<file path="src/rtl/stb_controller.sv">
// Store-buffer control: LSU accept, occupancy tracking, DCache drain sequencing,
// fence/flush completion and a sticky DCache stall watchdog.
module stb_controller #(
  parameter int FIFO_DEPTH     = 4,
  parameter int TIMEOUT_CYCLES = 255
) (
  input  logic                            clk,
  input  logic                            rst,
  input  logic                            lsudbus2stb_req,
  output logic                            stb2lsudbus_ack,
  input  logic                            flush_req,
  output logic                            stb_flush_done,
  output logic                            stb_busy,
  output logic                            wr_en,
  output logic                            rd_sel,
  output logic                            r_en,
  output logic                            stb_full,
  output logic                            stb_empty,
  output logic                            stb2dcache_req,
  output logic                            stb2dcache_w_en,
  input  logic                            dcache2stb_ack,
  output logic                            stb_timeout_err,
  output logic [$clog2(FIFO_DEPTH+1)-1:0] stb_count
);

  localparam int CW = $clog2(FIFO_DEPTH + 1);
  localparam int TW = $clog2(TIMEOUT_CYCLES + 1);
  localparam logic [CW-1:0] FULL_CNT = CW'(FIFO_DEPTH);
  localparam logic [TW-1:0] TMO_CNT  = TW'(TIMEOUT_CYCLES);

  typedef enum logic [1:0] {IDLE, REQ, GAP} state_t;

  state_t        state, state_nxt;
  logic [CW-1:0] count;
  logic [TW-1:0] timer, timer_nxt;
  logic          err_nxt;
  logic          flush_pending;

  // Watchdog timer stops at the timeout value instead of wrapping.
  function automatic logic [TW-1:0] sat_inc(input logic [TW-1:0] v);
    return (v >= TMO_CNT) ? TMO_CNT : v + TW'(1);
  endfunction

  assign stb_full        = (count == FULL_CNT);
  assign stb_empty       = (count == '0);
  assign wr_en           = lsudbus2stb_req & ~stb_full & ~flush_req;
  assign stb2lsudbus_ack = wr_en;
  assign stb2dcache_w_en = stb2dcache_req;
  assign stb_count       = count;
  assign stb_busy        = ~stb_empty | (state != IDLE);
  assign stb_flush_done  = flush_pending & stb_empty & (state == IDLE);

  always_comb begin
    state_nxt      = state;
    rd_sel         = 1'b0;
    stb2dcache_req = 1'b0;
    r_en           = 1'b0;
    timer_nxt      = '0;
    err_nxt        = stb_timeout_err;
    case (state)
      IDLE: begin
        if (!stb_empty) state_nxt = REQ;
      end
      REQ: begin
        rd_sel         = 1'b1;
        stb2dcache_req = 1'b1;
        if (dcache2stb_ack) begin
          r_en      = 1'b1;
          state_nxt = GAP;
        end else begin
          timer_nxt = sat_inc(timer);
          if (sat_inc(timer) == TMO_CNT) err_nxt = 1'b1;
        end
      end
      // GAP lets the datapath read pointer settle before the next request.
      GAP: begin
        state_nxt = stb_empty ? IDLE : REQ;
      end
      default: state_nxt = IDLE;
    endcase
  end

  always_ff @(posedge clk or posedge rst) begin
    if (rst) begin
      state           <= IDLE;
      count           <= '0;
      timer           <= '0;
      stb_timeout_err <= 1'b0;
      flush_pending   <= 1'b0;
    end else begin
      state           <= state_nxt;
      timer           <= timer_nxt;
      stb_timeout_err <= err_nxt;
      case ({wr_en, r_en})
        2'b10:   count <= count + CW'(1);
        2'b01:   count <= count - CW'(1);
        default: count <= count;
      endcase
      flush_pending <= stb_flush_done ? 1'b0 : (flush_pending | flush_req);
    end
  end

endmodule

</file>
<file path="config.mk">
export PLATFORM = sky130hd
export DESIGN_NAME = stb_controller
export DESIGN_NICKNAME = d
export VERILOG_FILES = /design/src/rtl/stb_controller.sv
export SDC_FILE = /design/constraint.sdc
export NUM_CORES = 1
export LEC_CHECK = 0
export CAP_MARGIN = 20
export CORE_ASPECT_RATIO = 1.5
export CORE_MARGIN = 4
export CORE_UTILIZATION = 44
export CTS_CLUSTER_SIZE = 25
export DETAILED_ROUTE_END_ITERATION = 7
export PLACE_DENSITY = 0.74
export SLEW_MARGIN = 30
export SYNTH_ARGS = -nofsm -noshare
export SYNTH_HDL_FRONTEND = slang
export SYNTH_SLANG_ARGS = --single-unit
</file>
<file path="constraint.sdc">
create_clock -name clk -period 1.8 [get_ports clk]
set_input_delay 0.54 -clock clk [delete_from_list [all_inputs] [get_ports clk]]
set_output_delay 0.54 -clock clk [all_outputs]
set_load 0.01 [all_outputs]
</file>
* Word level (Yosys, flattened, before mapping)
Cells that the tools add are included.
** Storage, ports and cells
- Bits in registers :: 15
- Output and inout port bits :: 14
** Operators by class
- $add $sub $neg :: 3
- $lt $le $gt $ge :: 1
- Equal/unequal tests :: 8
- Mux-type cells :: 12
- Bitwise operators :: 10
- Reduce and logical (&&, ||, !) cells :: 6
** Operators by type and width (count)
- two-way mux 8 bit :: 3
- adder 8 x 1 -> 8 bit (second input constant) :: 1
- equality test 8 bit (second input constant) :: 1
- greater-or-equal comparator 8 bit (second input constant) :: 1
- case mux 2 bit (3 select lines) :: 1
- case mux 3 bit (2 select lines) :: 1
- two-way mux 1 bit :: 5
- bitwise AND 1 bit :: 4
- equality test 2 x 1 -> 1 bit (second input constant) :: 2
- equality test 2 bit (second input constant) :: 2
- two-way mux 2 bit :: 2
- != test 2 bit (second input constant) :: 2
- inverter 1 bit :: 4
- nonzero test 2 bit :: 2
- adder 3 x 1 -> 3 bit (second input constant) :: 1
- equality test 3 bit (second input constant) :: 1
- logical NOT 3 bit :: 1
- AND reduction 3 bit :: 1
- subtractor 3 x 1 -> 3 bit (second input constant) :: 1
- logical NOT 2 bit :: 1
- bitwise OR 1 bit :: 2
- AND reduction 2 bit :: 1

* Depth between registers and ports, before layout
- Depth after elaboration :: 6
- Mapped depth :: 9
- Mapped depth without buffers :: 9

* Least setup slack after synthesis
No wires, ideal clock.
- Path kind :: register to register
- From :: register state[1]
- To :: register count[2] (netlist: stb_count[2])
- Data arrival time :: 1900 ps
- Data required time :: 1721 ps
- Setup slack :: -179 ps
- Cell stages (with the launch flop) :: 9
- Buffers on the path :: 0
- Path through :: dfrtp_1 nor2b_1 and2_1 ha_1 inv_1 fa_1 xor2_1 nor2_1 xor2_1
** Between the ends
- Longest elaborated chain between the ends :: 4
** RTL lines
- start, declared :: line 33 : state_t state, state_nxt;
- start signal, assigned :: line 91 : state <= state_nxt;
- equality test 2 x 1 -> 1 bit (*) :: line 60 : case (state)
- two-way mux 1 bit (*) :: line 60
- net r_en :: line 16 : output logic r_en,
- equality test 2 x 1 -> 1 bit or equality test 2 bit (tied branches) :: line 94 : case ({wr_en, r_en})
- case mux 3 bit (2 select lines) or nonzero test 2 bit (tied branches)
- end signal, assigned :: line 95 : 2'b10: count <= count + CW'(1);
- end signal, assigned :: line 96 : 2'b01: count <= count - CW'(1);
- end signal, assigned :: line 97 : default: count <= count;
- end, declared :: line 34 : logic [CW-1:0] count;
Mark *: on every way through the listed nets, which the timed path passes. The rest lies on a longest branch.
A chain may end at the register's enable or synchronous reset.

* Final worst setup path
- From :: register count[1] (netlist: stb_count[1])
- To :: register count[2] (netlist: stb_count[2])
** Between the ends
- Longest elaborated chain between the ends :: 6
** RTL lines
- equality test 3 bit :: line 44 : assign stb_full = (count == FULL_CNT);
- inverter 1 bit :: line 46 : assign wr_en = lsudbus2stb_req & ~stb_full & ~flush_req;
- bitwise AND 1 bit (2 in a row) :: line 46
- equality test 2 x 1 -> 1 bit or equality test 2 bit (tied branches) :: line 94
- case mux 3 bit (2 select lines) or nonzero test 2 bit (tied branches)
Parallel ways exist; a longest one is shown, timed or not.

==> impl_metrics.yaml <==
outcome:
  run_status: "complete, but fails checks"
  violations: "negative setup slack"
cts:
  cts_tree: "yes"
  htreeDepth: 1
  cts.clk_slew.worst_paths_ns: 0.09
  clock_sinks: 15
  numCtsBuffers: 3
  clk_latency_ns: 0.28
  clockRootBuffer: "clkbuf_4"
  cts_buffer_depth: 2
final_layout:
  antenna_cells: 0
  syn_to_final_growth_pct: 35.6
  seq_area_um2: 378
  final_cell_mix: "dfrtp_1, buf_4, a21oi_1, buf_6"
  finalNonFillerCells: 135
  nNetsFinal: 123
  multi_input_area_um2: 450
  drive_gt1_frac: 0.421
  fin_area_mm2: 0.00118
  post-route-util: 0.638
  fill_cells: 147
global_route:
  top_usage_layer: "met2"
  grt_remaining_overflow: 0
  grt_first_pass_wirelength_mm: 3.43
  grt_pass1_vias: 795
  antenna_found_initial: 0
  grt_max_degree: 11
  met3_usage: 0.0375
  use_met2: 0.290
  grt_util_all_layers: 0.158
  grtUsageMet1: 0.171
synth:
  synthArstFlopShare: 1.00
  syn_area_um2: 872
  syn_area_per_cell_um2: 10.4
  ys_ff_latch: 15
  ys_warn_count: 0
  seq_area_frac_synth: 0.430
  synth_edf_count: 0
  ys.flop_type: "dfrtp_1"
  synthCells: 84
  syn-num-nets: 92
  ys_types: 35
place:
  io_buffers: 18
  hpwl_mm: 1.43
  routabilityCongestion: 0.784
  dp.cells: 126
  dpl_cell_area_mm2: 0.00111
routing:
  drt_iter0_drc: 6
  num_vias: 726
  final_antenna_net_count: 0
  drc: 0
  post_drt_wl_per_cell_um: 13.6
  dr.pass1.iters: 2
  routed_via_density: 5.38
  totalWireLength_mm: 1.83
sta:
  fin_crit_ns: 2.02
  worst_slew_pin_slew_ns: 0.338
  hold_slack_ns: 0.473
  fin_ws_ns: -0.220
  grt_setup_unrepaired: "true"
  slew_headroom: 0.774
  clock.fmax_mhz: 495
  maxSlewViolCount: 0
  fin_crit_sh: 1.12
  skew_ns: 0.00310
  setup_viol: 6
  hold_viol_final: 0
worst_setup_path:
  cp.required_ns: 1.98
  r2r_cells: 10
  critPathKind: "reg2reg"
  crit_arrival_ns: 2.20
  r2r-start: "stb_count[1]"
  cp-end-kind: "register"
  path_max_fanout: 3
  worstSetupStartpoint: "stb_count[1]"
  rrSetupSlack_ns: -0.22
  critPathLaunchType: "register"
  r2r_end: "stb_count[2]"
  critPathCapture: "stb_count[2]"
flow_run:
  maxCapViolCount: 0
floorplanning:
  fp.dieH_um: 62.5
  core_mm2: 0.00185
  dieArea_mm2: 0.00277
  io_pins: 19
  num_rows: 19
  fp.dieW_um: 44.4
  start_util: 0.470
power:
  power-per-cell-area_mw_per_mm2: 1300
  cellLeakagePower_nw: 0.566
  finalPower_mw: 1.54
  ir_drop_mv: 0.940
worst_hold_path:
  timing.hold.worst.class: "in2async"
==> state kept, by name, summed over array words and instances (netlist names) <==
register,count
flush_pending,1
stb_timeout_err,1
state,2
stb_count,3
timer,8
==> metal layers <==
metal / vias to the layer above / share of wire
li1: 355 / -
met1: 354 / 0.38
met2: 15 / 0.56
met3: 2 / 0.042
met4: 0 / 0.011
met5: - / 0
==> cells by family (layout without fill, tap and decap cells) <==
family,after synthesis,in the layout,share of synthesized area
and+or+nand+nor,29,29,0.217
AOI/OAI and AO/OA,16,16,0.128
DFF,15,15,0.430
buffers and inverters,15,45,0.109
xor gates and xnor gates,4,4,0.0402
adders and majority gates,3,3,0.0516
muxes,2,2,0.0244
==> area by class of cell <==
cell class,count,area share
clock buffer,3,0.0190
timing repair buffer,34,0.232
inverter,7,0.0222
multi-input combinational,54,0.381
sequential,15,0.320
clock inverter,1,0.00423
tap,21,0.0222
==> timing repair <==
item                                    CTS  global route
hold buffers                              0             0
endpoints found under the setup margin   15            11
pin swaps                                 3             9
resized for setup                        49             8
setup buffers                             5             3
==> Yosys cell counts (2+ instances only) <==
cell type	count	area share
xor2_1	3	0.030
dfrtp_1	15	0.43
buf_6	3	0.039
nor3b_1	2	0.017
nand2_1	3	0.013
o21ai_0	2	0.011
a211oi_1	2	0.017
buf_4	4	0.034
nor4bb_1	2	0.023
nor2_1	5	0.022
a31oi_1	2	0.014
a21oi_1	6	0.034
nor3_1	2	0.011
and2_1	3	0.022
and3_1	2	0.014
or3b_1	2	0.020
inv_1	7	0.030
ha_1	2	0.029
==> worst min path at each step <==
stage | startpoint | to | cells past startpoint
final | rst | stb_count[2] | 2
after global routing | rst | stb_count[2] | 2
after CTS | rst | stb_count[2] | 2
after detailed placement | flush_pending | flush_pending | 1
after global placement | flush_pending | flush_pending | 1
after floorplan | flush_pending | flush_pending | 1
==> report_power, final <==
| part | internal [mW] | switching [mW] |
|---|---|---|
| registers | 0.417 | 0.0839 |
| logic | 0.486 | 0.362 |
| clock network | 0.0825 | 0.111 |
| total | 0.985 | 0.556 |
==> critical path: stages, from the launching register on <==
cell     delay [ns]
dfrtp_1        0.42
buf_6          0.12
inv_2          0.03
and3_4         0.16
or3b_1         0.38
ha_2           0.20
inv_2          0.06
fa_2           0.18
xor2_1         0.15
nor2_1         0.07
xor2_1         0.15
==> stage by stage <==
stage / TNS (ns) / setup WS, ns
6_report: -1.20 / -0.220
5_1_grt: -1.68 / -0.316
4_1_cts: -1.01 / -0.204
3_5_place_dp: -4.61 / -0.629
3_3_place_gp: -4.09 / -0.533
2_1_floorplan: -0.137 / -0.0757
Power figures use the tool's default switching activity.
